$ cat config.mk
export PLATFORM = sky130hd
export DESIGN_NAME = tx_frame_loader
export DESIGN_NICKNAME = d
export VERILOG_FILES = /design/src/rtl/tx_frame_loader.sv
export SDC_FILE = /design/constraint.sdc
export NUM_CORES = 1
export LEC_CHECK = 0
export BUFFER_PORTS_ARGS = -buffer_cell sky130_fd_sc_hd__buf_2
export CORE_MARGIN = 2
export CORE_UTILIZATION = 45
export DETAILED_ROUTE_END_ITERATION = 8
export RECOVER_POWER = 50
export SYNTH_ARGS = -nofsm -noshare
export SYNTH_HDL_FRONTEND = slang
export SYNTH_SLANG_ARGS = --single-unit
$ cat constraint.sdc
create_clock -name clk -period 6.3 [get_ports clk]
set_input_delay 0.315 -clock clk [delete_from_list [all_inputs] [get_ports clk]]
set_output_delay 0.315 -clock clk [all_outputs]
set_load 0.03 [all_outputs]
$ cat src/rtl/tx_frame_loader.sv
// tx_frame_loader: buffers producer words in a FIFO and loads them as 4-word frames into TX registers A..D,
// then holds transmit until TX reports sent_n or a timeout aborts the frame.
module tx_frame_loader #(
    parameter int WORD_W     = 4,
    parameter int FIFO_DEPTH = 8,
    parameter int TIMEOUT    = 64
) (
    input  logic              clk,
    input  logic              clr,
    input  logic [WORD_W-1:0] in_data,
    input  logic              in_valid,
    output logic              in_ready,
    output logic              ldA,
    output logic              ldB,
    output logic              ldC,
    output logic              ldD,
    output logic [WORD_W-1:0] ld_data,
    output logic              transmit,
    input  logic              sent_n,
    output logic              busy,
    output logic [7:0]        frame_cnt,
    output logic              timeout_err
);
    localparam int AW = $clog2(FIFO_DEPTH);
    localparam int CW = $clog2(FIFO_DEPTH + 1);
    localparam int TW = $clog2(TIMEOUT);

    typedef enum logic [2:0] {IDLE, LOAD, START, WAIT_SENT, RELEASE} state_t;

    state_t            state, state_n;
    logic [1:0]        idx, idx_n;
    logic [TW-1:0]     tcnt;
    logic [WORD_W-1:0] mem [FIFO_DEPTH];
    logic [AW-1:0]     wr_ptr, rd_ptr;
    logic [CW-1:0]     count;
    logic              push, pop, done, expire, transmit_n, busy_n;
    logic [3:0]        ld_n;

    assign in_ready = !clr && count < CW'(FIFO_DEPTH);
    assign push     = in_valid && in_ready;
    assign done     = state == WAIT_SENT && !sent_n;
    assign expire   = state == WAIT_SENT && sent_n && tcnt == TW'(TIMEOUT - 1);

    always_comb begin
        state_n = state;
        case (state)
            IDLE:      state_n = count >= CW'(4) ? LOAD : IDLE;
            LOAD:      state_n = idx == 2'd3 ? START : LOAD;
            START:     state_n = WAIT_SENT;
            WAIT_SENT: state_n = (done || expire) ? RELEASE : WAIT_SENT;
            default:   state_n = IDLE;
        endcase
    end

    // Outputs are registered from the next state so strobes line up with the state they belong to.
    always_comb begin
        pop        = state_n == LOAD;
        idx_n      = state == LOAD ? idx + 2'd1 : 2'd0;
        ld_n       = pop ? 4'b0001 << idx_n : 4'b0000;
        transmit_n = state_n == START || state_n == WAIT_SENT;
        busy_n     = state_n != IDLE;
    end

    always_ff @(posedge clk) begin
        if (clr) begin
            state               <= IDLE;
            idx                 <= '0;
            tcnt                <= '0;
            wr_ptr              <= '0;
            rd_ptr              <= '0;
            count               <= '0;
            {ldD, ldC, ldB, ldA} <= '0;
            ld_data             <= '0;
            transmit            <= 1'b0;
            busy                <= 1'b0;
            frame_cnt           <= '0;
            timeout_err         <= 1'b0;
        end else begin
            state               <= state_n;
            idx                 <= idx_n;
            tcnt                <= state == WAIT_SENT ? tcnt + 1'b1 : '0;
            wr_ptr              <= wr_ptr + AW'(push);
            rd_ptr              <= rd_ptr + AW'(pop);
            count               <= count + CW'(push) - CW'(pop);
            {ldD, ldC, ldB, ldA} <= ld_n;
            ld_data             <= pop ? mem[rd_ptr] : ld_data;
            transmit            <= transmit_n;
            busy                <= busy_n;
            frame_cnt           <= frame_cnt + 8'(done);
            timeout_err         <= timeout_err || expire;
        end
    end

    always_ff @(posedge clk) begin
        if (push) mem[wr_ptr] <= in_data;
    end
endmodule
Word level (Yosys, flattened, before mapping)
Memory sizes are Yosys's and may differ from the RTL's. A register that Yosys moved wholly into a read port is not among the register bits.
Cells that the tools add are included.

storage, ports and cells
  register bits = 36
  RAM bits = 32
  logic and storage cells = 56
  memories = 1

cells by class
  add/sub/neg operators = 7
  magnitude comparators = 2
  equal/unequal tests = 8
  shift operators = 1
  muxes and demuxes = 7
  bitwise operators = 2
  reductions and logical operators = 14

memories
  memory  depth  width  rd ports  clocked after memory_dff  write ports  line  source
  mem     8      4      1         1                         1            33    logic [WORD_W-1:0] mem [FIFO_DEPTH];

operators by type and width
  cell                                                                   number
  3-bit by 2-bit equality test with 1-bit output, second input constant  4
  3-bit case mux with 4 select lines                                     1
  8-bit by 1-bit adder with 8-bit output                                 1
  3-bit by 1-bit adder with 3-bit output                                 2
  6-bit by 1-bit adder with 6-bit output, second input constant          1
  3-bit by 1-bit equality test with 1-bit output, second input constant  2
  6-bit equality test, second input constant                             1
  1-bit logical AND                                                      5
  4-bit by 1-bit adder with 4-bit output                                 1
  4-bit by 3-bit >= comparator with 1-bit output, second input constant  1
  4-bit less-than comparator, second input constant                      1
  2-bit 2-to-1 mux                                                       2
  2-bit OR reduction                                                     2
  1-bit by 2-bit << shifter with 4-bit output, first input constant      1
  4-bit by 1-bit subtractor with 4-bit output                            1
  3-bit logical NOT                                                      1
  1-bit logical OR                                                       3
  1-bit 2-to-1 mux                                                       3
  3-bit 2-to-1 mux                                                       1
  3-bit nonzero test                                                     1
  2-bit by 1-bit adder with 2-bit output, second input constant          1
  2-bit equality test, second input constant                             1
  1-bit logical NOT                                                      2
  1-bit inverter                                                         2

Depth between registers and ports, before layout
Gate-level depths: netlist of run 1.

  depth after elaboration = 9
  depth in mapped cells = 12
  depth with buffers taken out = 11

Least setup slack after synthesis of run 1
OpenSTA, ideal clock, no wires.

  path type = reg-to-reg
  from = reg idx[0]
  to = reg count[2]
  library setup time = 0.128 ns
  data arrival time = 2.147 ns
  slack = 4.026 ns
  stages on the path, launching flop included = 12
  path buffers = 1
  period minus slack after synthesis = 2.274 ns
  path through = dfxtp_1 -> ha_1 -> mux2i_1 -> and2_1 -> clkbuf_1 -> ha_1 -> inv_1 -> ha_1 -> inv_1 -> fa_1 -> xor2_1 -> nor2_1

on the way
  word-level cells in the longest chain between the ends = 5

ends and longest elaborated chain
  element                                         line  source
  start, declared                                 31    logic [1:0] idx, idx_n;
  start signal, assigned                          80    idx <= idx_n;
  2-bit equality test                             48    LOAD: state_n = idx == 2'd3 ? START : LOAD;
  2-bit 2-to-1 mux                                48
  3-bit case mux with 4 select lines              46    case (state)
  3-bit by 1-bit equality test with 1-bit output  57    pop = state_n == LOAD;
  4-bit by 1-bit subtractor with 4-bit output     84    count <= count + CW'(push) - CW'(pop);
  end signal, assigned                            84
  end, declared                                   35    logic [CW-1:0] count;

Every way passes these cells.
A chain may end at the register's enable or synchronous reset.

Worst setup path after layout of run 1
Same ends and word-level chain as after synthesis.

==> metrics.txt, run 1 <==
status completed; Hold Buf Count CTS 0; FMAX 0.414 GHz; Total Neg Setup Slack 0 ns; Core Rows 28; CP most frequent cell ha_1; vias in the first global route 1618; critical path's slowest cell fa_1; Global Route Usage Sum 0.144; Peak VDD IR 0.178 mV; Syn Area/Cell 12.6 um^2; clk_lat worst skew about 0.34 ns; Die Ht 83.2 um; Sink Count 72; Vias around 1600; asr flop ratio synth 0; drt drc 0; Post-DP HPWL between 3000 and 4000 um; final hold viol count 0; cells after synthesis 224; fill count 550; nets@finish 277; post-route setup slack 3.88 ns; Worst Skew 0.00902 ns; Max Slew Vio Count 0; unrepaired setup endpoints after global routing no; Post-synth EDFFs 32; Setup violations, final 0; Worst Setup End Kind register; clk slew on worst S/H paths 0.07 ns; Leakage 1.17 nW; core area 0.00599 mm^2; Cell Area, Synth 0.00282 mm^2; TritonCTS clock tree yes; Starting Density 0.471; Placer Congestion 0.710; H-tree Lvls 3; clock buffer count from CTS 9; sequential cell area fraction in the yosys report 0.624; Rel. slew slack 0.534; Tmin final 2.42 ns; Syn. warnings 0; Netlist cell types 32; share of cells above drive strength 1 0.108; Total Wirelength between 4000 and 5000 um; post-synthesis register bit count 72; die area just under 0.007 mm^2; first-pass iteration count of the detailed router 4; largest stage delay on the critical path 0.36 ns; IO Port Bufs 27; commonest non-fill, non-tap cell in the layout dfxtp_1; post-layout power 1.23 mW; Pwr Density ~390 mW/mm^2; metal1 wirelength 2060 um; CTS root buf clkbuf_8; Worst Setup Path Type register to register; Area Overhead vs Synth 12.8%; WL met3 211 um; Critical Path AT 2.63 ns; HP Class input port to register; FF/Latch Area roughly 0.0018 mm^2; non-filler cells, final about 340; global route overflow 0; Crit Path Max Fanout 7; pre-CTS setup slack 3.87 ns; first-pass GRT wire length 7590 um; Clock Path Buffers 2; most frequent cells in the layout dfxtp_1 (40), nor2_1 (37), edfxtp_1 (32); nature of the critical path startpoint register; starting DRC count in detailed routing 78; highest routed metal layer met4; Critical Path, Cell by Cell ha_1 -> mux2i_1 -> and2_1 -> ha_1 -> inv_1 -> ha_1 -> inv_1 -> fa_1 -> xor2_1 -> nor2_1; number of diodes 0; postcts setup bufs 0; die width 83.2 um; I/O pin count 28; initial antenna violation count 0; fin crit share 0.383; vias per inst about 4.9; Synth Net Count between 200 and 250; drt wl/cell 13.3 um; crit-path leading delay family adder cells; main flop type after synthesis dfxtp_1; PostCTS Resize Cnt 0; maxcap violations 0; pin count of the biggest net entering global routing 28; multi-input logic area 976 um^2; worst path bufs/invs 2; CP required around 6.5 ns; metal2 WL 2110 um; ANT nets after route 0; # placed instances 319; Slew @ Worst Pin a little under 0.7 ns
## metrics by stage
step                hold slack [ns]  area (um^2)   util
floorplan                     0.414         2820      -
global placement              0.435         3000  0.501
detailed placement            0.445         3000  0.501
CTS                           0.217         3210  0.536
global route                  0.244         3180  0.531
finish                        0.237         3180  0.531
## Yosys cell counts (all sizes together) (2+ instances only)
library cell	count	area, um^2
a21o	2	15.0
a21oi	3	15.0
and3	2	12.5
buf	4	35.0
clkbuf	3	11.3
dfxtp	40	801
edfxtp	32	961
ha	13	163
inv	10	37.5
mux4	8	180
nand2	6	22.5
nand2b	4	25.0
nand3	9	45.0
nand3b	2	15.0
nor2	37	139
nor2b	7	43.8
nor3	13	65.1
o21ai	3	15.0
o22ai	4	25.0
or3	2	17.5
xnor2	6	52.6
xor2	7	61.3
## final timing paths
check	start	to	slack [ns]	cells after the start
min	sent_n	timeout_err	0.24	3
max	idx[0]	count[2]	3.88	10
min reg2reg	tcnt[0]	tcnt[0]	0.45	1
max reg2reg	idx[0]	count[2]	3.88	10
## flip-flops by register name, indices dropped and copies added (netlist names), 2 cells and up
name,cells
count,4
mem,32
ld_data,4
rd_ptr,3
idx,2
state,3
tcnt,6
frame_cnt,8
wr_ptr,3
## logic make-up (layout without fill, tap and decap cells)
group                      Yosys count  after routing  synth area share
xor gates and xnor gates            13             13            0.0404
DFF                                 72             72             0.624
AOI/OAI and AO/OA                   14             14            0.0297
buffers and inverters               17             53            0.0297
and+or+nand+nor                     85             85             0.144
adders and majority gates           14             14            0.0647
muxes                                9              9            0.0674
## tightest hold or removal path: cells and delay by family
family | cells | cell delay [ns]
AND/OR/NAND/NOR | 1 | 0.06
buffers and inverters | 1 | 0.10
AO/OA/AOI/OAI | 1 | 0.07
## final cells by class
class,instances,share of cell area
inverters,10,0.0118
multi-input cells,135,0.307
well taps,75,0.0295
clock buffers,11,0.0413
repair buffers,27,0.0346
clock inverters,5,0.0228
flip-flops and latches,72,0.553
## where the power goes
| part | internal, mW | switching [mW] | leakage, nW |
|---|---|---|---|
| clock | 0.220 | 0.157 | 0.102 |
| combinational | 0.124 | 0.156 | 0.457 |
| sequential | 0.534 | 0.0395 | 0.615 |
## layer usage
layer | up-vias | track usage
met5 | - | 0
met4 | 0 | 0.0492
met3 | 7 | 0.0775
met2 | 23 | 0.222
met1 | 770 | 0.172
li1 | 840 | -
No activity file was read; power rests on OpenSTA's default activity.
==> run 2, diff against run 1 <==
--- a/config.mk
+++ b/config.mk
@@ -9,6 +9,7 @@
 export CORE_MARGIN = 2
 export CORE_UTILIZATION = 45
 export DETAILED_ROUTE_END_ITERATION = 8
+export PLACE_DENSITY = 0.66
 export RECOVER_POWER = 50
 export SYNTH_ARGS = -nofsm -noshare
 export SYNTH_HDL_FRONTEND = slang
==> constraint.sdc (replaced) <==
create_clock -name clk -period 2.2 [get_ports clk]
set_input_delay 0.11 -clock clk [delete_from_list [all_inputs] [get_ports clk]]
set_output_delay 0.11 -clock clk [all_outputs]
set_load 0.03 [all_outputs]
==> run 2 against run 1 <==
- global-route usage up 0.30 points
- non-clock buffer count up 8
- wire length up 5.0%
- clock power rose to 2.9 times the previous value
- sequential share of layout area down 1.2 points
- clock-buffer cell count down 2
- design area up 2.3%
- combinational power rose to 3.3 times the previous value
==> metrics.txt, run 2 (synthesized netlist as in run 1, its figures left out) <==
number of diodes 0 (unchanged); Crit Path Max Fanout 5 (-2); Design Area, Final 0.00326 mm^2 (+2.3%); status completed; drt drc 0 (unchanged); I/O pin count 28 (unchanged); final hold viol count 0 (unchanged); cell count of the worst hold path 3 (unchanged); fin util 0.543 (+0.0121); Worst Setup Path Type register to register; FF-to-FF Start idx[0]; Max Slew Vio Count 0 (unchanged); pre-CTS setup slack 0.0700 ns (-3.80 ns); first-pass GRT wire length 7910 um (+4.2%); clk slew on worst S/H paths 0.08 ns (about the same); maxcap violations 0 (unchanged); pin count of the biggest net entering global routing 27 (-3.6%); Hold EP timeout_err; postcts setup bufs 0 (unchanged); Vias 1697 (+3.5%); vias per inst 4.95 (+1.1%); IO Port Bufs 27 (unchanged); area post-placement 0.00306 mm^2 (+2.0%); TritonCTS clock tree yes; Pwr Density 1110 mW/mm^2 (+190%); Reg2Reg Depth 9 (-1); Slew @ Worst Pin 0.440 ns (-0.253 ns); global route overflow 0 (unchanged); ANT nets after route 0 (unchanged); post-layout power 3.61 mW (+190%); Regs by FF count mem x32, frame_cnt x8, tcnt x6; HP Class input port to register; Worst Skew 0.0106 ns (+0.00162 ns); max reg flops 32 (unchanged); FMAX 0.484 GHz (+17%); vias in the first global route 1647 (+1.8%); Global Route Usage Sum 0.147 (+0.00304); Placer Congestion 0.753 (+6.1%); die width 83.2 um (unchanged); clk_lat worst skew 0.35 ns (about the same); CP required 2.43 ns (-4.08 ns); Total Wirelength 4680 um (+5.0%); Hold Buf Count CTS 0 (unchanged); Rel. slew slack 0.706 (+0.172); Sink Count 72 (unchanged); nets@finish 285 (+2.9%); core area 0.00599 mm^2 (unchanged); Critical Path AT 2.30 ns (-0.33 ns); Post-DP HPWL 3300 um (+5.5%); Area Overhead vs Synth 15.4%; drt wl/cell 13.6 um (+2.5%); Starting Density 0.471 (unchanged); Peak VDD IR 0.642 mV (+260%); Critical R2R Capture count[1]; Worst Setup End Kind register; Setup violations, final 0 (unchanged); PostCTS Resize Cnt 0 (unchanged); Leakage 1.20 nW (+2.2%); nature of the critical path startpoint register; r2r setup slk 0.13 ns (-3.75 ns); Clock Path Buffers 2 (unchanged); most flop-heavy register mem; share of cells above drive strength 1 0.160 (+0.0528); starting DRC count in detailed routing 43 (-45%); fill count 515 (-6.4%); post-route setup slack 0.132 ns (-3.75 ns); fin crit share 0.940 (+0.556); die area 0.00692 mm^2 (unchanged); initial antenna violation count 0 (unchanged); first-pass iteration count of the detailed router 4 (unchanged); commonest non-fill, non-tap cell in the layout dfxtp_1; H-tree Lvls 3 (unchanged); unrepaired setup endpoints after global routing yes; Tmin final 2.07 ns (-0.348 ns); CTS root buf clkbuf_8; clock buffer count from CTS 9 (unchanged); Die Ht 83.2 um (unchanged); min-delay src sent_n; most frequent cells in the layout dfxtp_1 (38), nor2_1 (37), edfxtp_1 (32); Core Rows 28 (unchanged)
## run 2: critical path: stages, from the launching register on
cell	delay [ns]
dfxtp_2	0.34
ha_2	0.21
mux2i_1	0.17
and2_1	0.19
ha_1	0.23
inv_1	0.06
ha_2	0.16
inv_1	0.05
fa_2	0.51
nor2_1	0.03
## run 2: how the worst max path moves through the flow
stage	from	to	slack, ns	cells after the start
after floorplan	idx[0]	count[2]	0.007	11
after global placement	idx[0]	count[2]	0.13	10
after detailed placement	idx[0]	count[2]	0.07	10
after CTS	idx[0]	count[2]	0.05	10
after global routing	count[2]	count[3]	-0.01	11
final	idx[0]	count[1]	0.13	9
## run 2: power breakdown
part	switching, mW	internal [mW]	total [mW]
registers	0.0736	1.53	1.60
logic	0.502	0.411	0.913
clock network	0.550	0.547	1.10
## run 2: area by class of cell
class / instances / area [um^2] / area share
sequential: 72 / 1760 / 0.542
multi-input combinational: 135 / 983 / 0.302
timing repair buffer: 35 / 168 / 0.0515
clock buffer: 9 / 124 / 0.0380
tap: 75 / 93.8 / 0.0288
clock inverter: 7 / 85.1 / 0.0261
inverter: 10 / 37.5 / 0.0115
## run 2: metal layers
| layer | global-route usage | share of wire |
|---|---|---|
| met1 | 0.196 | 0.51 |
| met2 | 0.218 | 0.44 |
| met3 | 0.0577 | 0.043 |
| met4 | 0.0537 | 0.0083 |
| met5 | 0 | 0 |
## run 2: metrics by stage
| step | hold slack, ns | TNS, ns | instances |
|---|---|---|---|
| floorplan | 0.209 | 0 | 224 |
| detailed placement | 0.387 | 0 | 327 |
| finish | 0.0371 | 0 | 343 |
| global placement | 0.380 | 0 | 327 |
| CTS | 0.0213 | 0 | 343 |
| global route | 0.0468 | -0.0116 | 343 |
==> run 3, diff against run 2 <==
==> constraint.sdc (replaced) <==
create_clock -name clk -period 1.7 [get_ports clk]
set_input_delay 0.085 -clock clk [delete_from_list [all_inputs] [get_ports clk]]
set_output_delay 0.085 -clock clk [all_outputs]
set_load 0.03 [all_outputs]
==> run 3 against run 2 <==
- the flow now finishes with violations (setup timing)
- critical path type unchanged
- clock power increased by 39%
- critical endpoint unchanged
- highest routed layer unchanged
- sequential share of layout area decreased by 5.0 points
- largest cell class unchanged
- design area increased by 10%
- sequential power increased by 31%
==> metrics.txt, run 3 (synthesized netlist as in run 1, its figures left out) <==
Die Ht 83.2 um (unchanged); Critical Path AT 2.19 ns (-0.11 ns); most frequent cells in the layout nor2_1 (36), dfxtp_1 (36), edfxtp_1 (32); maxcap violations 0 (unchanged); Clock Path Buffers 2 (unchanged); Total Wirelength 4830 um (+3.3%); CTS root buf clkbuf_8; Slew @ Worst Pin 0.443 ns (+0.00236 ns); die area 0.00692 mm^2 (unchanged); Post-DP HPWL 3370 um (+2.0%); unrepaired setup endpoints after global routing yes; FMAX 0.513 GHz (+6.1%); r2r setup slk -0.25 ns (-0.38 ns); status finished, violations left; Core Rows 28 (unchanged); FF-to-FF Start count[3]; global routing's busiest layer met2; largest stage delay on the critical path 0.51 ns (about the same); TritonCTS clock tree yes; drt wl/cell 13.2 um (-3.5%); H-tree Lvls 3 (unchanged); M1 GR Usage 0.183 (-0.0122); first-pass iteration count of the detailed router 4 (unchanged); Sw Ratio 0.302 (-0.0101); vias in the first global route 1677 (+1.8%); nature of the critical path startpoint register; die width 83.2 um (unchanged); Max Slew Vio Count 0 (unchanged); first-pass GRT wire length 7840 um (-0.87%); starting DRC count in detailed routing 70 (+63%); ANT nets after route 0 (unchanged); cell count of the worst hold path 3 (unchanged); post-layout power 5.13 mW (+42%); post-route setup slack -0.249 ns (-0.382 ns); Pwr Density 1430 mW/mm^2 (+29%); vias per inst 4.85 (-2.0%); most flop-heavy register mem; IO Port Bufs 27 (unchanged); Starting Density 0.471 (unchanged); Vias 1780 (+4.9%); Worst Skew 0.00742 ns (-0.00322 ns); failing checks setup timing; Hold EP timeout_err; met2 usage 0.227 (+0.00880); Critical Path, Cell by Cell inv_2 -> ha_4 -> mux2i_2 -> and2_4 -> ha_4 -> inv_2 -> ha_4 -> inv_2 -> fa_2 -> nor2_1; critical path's slowest cell fa_2; initial antenna violation count 0 (unchanged); clock buffer count from CTS 9 (unchanged); HP Class input port to register; Reg2Reg Depth 10 (+1); sw power 1.55 mW (+37%); Reg power frac 0.407 (-0.037); worst path bufs/invs 3 (+1); global route overflow 0 (unchanged); Sink Count 72 (unchanged); Critical R2R Capture count[1]; Rel. slew slack 0.705 (-0.00158); fill count 479 (-7.0%); Peak VDD IR 0.751 mV (+17%); pin count of the biggest net entering global routing 27 (unchanged); Crit Path Max Fanout 2 (-3); drt drc 0 (unchanged); Global Route Usage Sum 0.149 (+0.00171); Clk pwr share 0.299 (-0.005); clk_lat worst skew 0.35 ns (about the same); Tmin final 1.95 ns (-0.118 ns); Leakage 1.35 nW (+13%); Regs by FF count mem x32, frame_cnt x8, tcnt x6; Worst Setup Path Type register to register; CP required 1.94 ns (-0.49 ns); Levels on crit path 10 (+1); share of cells above drive strength 1 0.301 (+0.141); min-delay src sent_n; crit-path leading delay family adder cells; clk slew on worst S/H paths 0.08 ns (about the same); core area 0.00599 mm^2 (unchanged); nets@finish 309 (+8.4%); Area Overhead vs Synth 27.4%; final hold viol count 0 (unchanged); Int Power 3.58 mW (+44%); Worst Setup End Kind register; grt met3 use 0.0616 (+0.00398); number of diodes 0 (unchanged); Total Neg Setup Slack -0.591 ns (-0.591 ns); I/O pin count 28 (unchanged); Logic pwr share 0.294 (+0.041); Placer Congestion 0.815 (+8.2%); Setup violations, final 3 (+3); max reg flops 32 (unchanged); fin crit share 1.15 (+0.207)
[run 3: cell types whose count changed in the layout (fill, tap and decap cells not counted), sizes merged]
cell | previous run | this run
buf | 13 | 33
bufinv | 1 | 2
dlygate4sd3 | 0 | 4
clkinv | 0 | 1
clkinvlp | 2 | 0
[run 3: area by class of cell]
cell class,instances,area [um^2],share of cell area
clock buffer,9,124,0.0345
clock inverter,7,101,0.0282
timing repair buffer,59,358,0.0996
sequential,72,1770,0.492
tap,75,93.8,0.0261
inverter,10,40.0,0.0111
multi-input combinational,135,1110,0.309
[run 3: repair_timing]
| item | 4_1_cts | 5_1_grt |
|---|---|---|
| setup buffers | 2 | 2 |
| hold endpoints to repair | 22 | 0 |
| pin swaps | 6 | 4 |
| hold buffers | 4 | 0 |
| resized for setup | 5 | 15 |
| setup endpoints to repair | 4 | 37 |
[run 3: stage by stage]
stage | hold WS, ns | std cells | utilization | area (um^2) | worst slack, ns
4_1_cts | 0.0153 | 366 | 0.594 | 3560 | -0.242
5_1_grt | 0.0364 | 367 | 0.600 | 3590 | -0.301
3_5_place_dp | 0.366 | 344 | 0.544 | 3260 | -0.276
3_3_place_gp | 0.355 | 344 | 0.544 | 3260 | -0.244
6_report | 0.0676 | 367 | 0.600 | 3590 | -0.249
2_1_floorplan | 0.184 | 224 | - | 2900 | -0.330
[run 3: power by group through the flow]
stage               logic, mW  registers [mW]  clock network (mW)
CTS                      1.49            2.08                1.57
detailed placement       1.39            2.12                   0
global placement         1.36            2.11                   0
finish                   1.51            2.09                1.53
global route             1.66            2.10                1.66
floorplan               0.906            2.25                   0
[run 3: worst reg2reg max path, stage by stage (launching register included)]
cell	delay, ns
dfxtp_2	0.34
inv_2	0.04
ha_4	0.15
mux2i_2	0.17
and2_4	0.19
ha_4	0.19
inv_2	0.06
ha_4	0.12
inv_2	0.04
fa_2	0.51
nor2_1	0.04
[run 3: worst max path at each step]
stage                          end  startpoint  slack (ns)
after floorplan           count[1]    count[3]       -0.33
after global placement    count[1]    count[2]       -0.24
after detailed placement  count[1]    count[2]       -0.28
after CTS                 count[1]    count[3]       -0.24
after global routing      count[1]    count[3]       -0.30
final                     count[1]    count[3]       -0.25
[run 3: layer usage]
| layer | wire length (um) | up-vias |
|---|---|---|
| met1 | 2270 | 834 |
| li1 | - | 909 |
| met2 | 2290 | 31 |
| met3 | 178 | 6 |
| met4 | 97 | 0 |
| met5 | 0 | - |
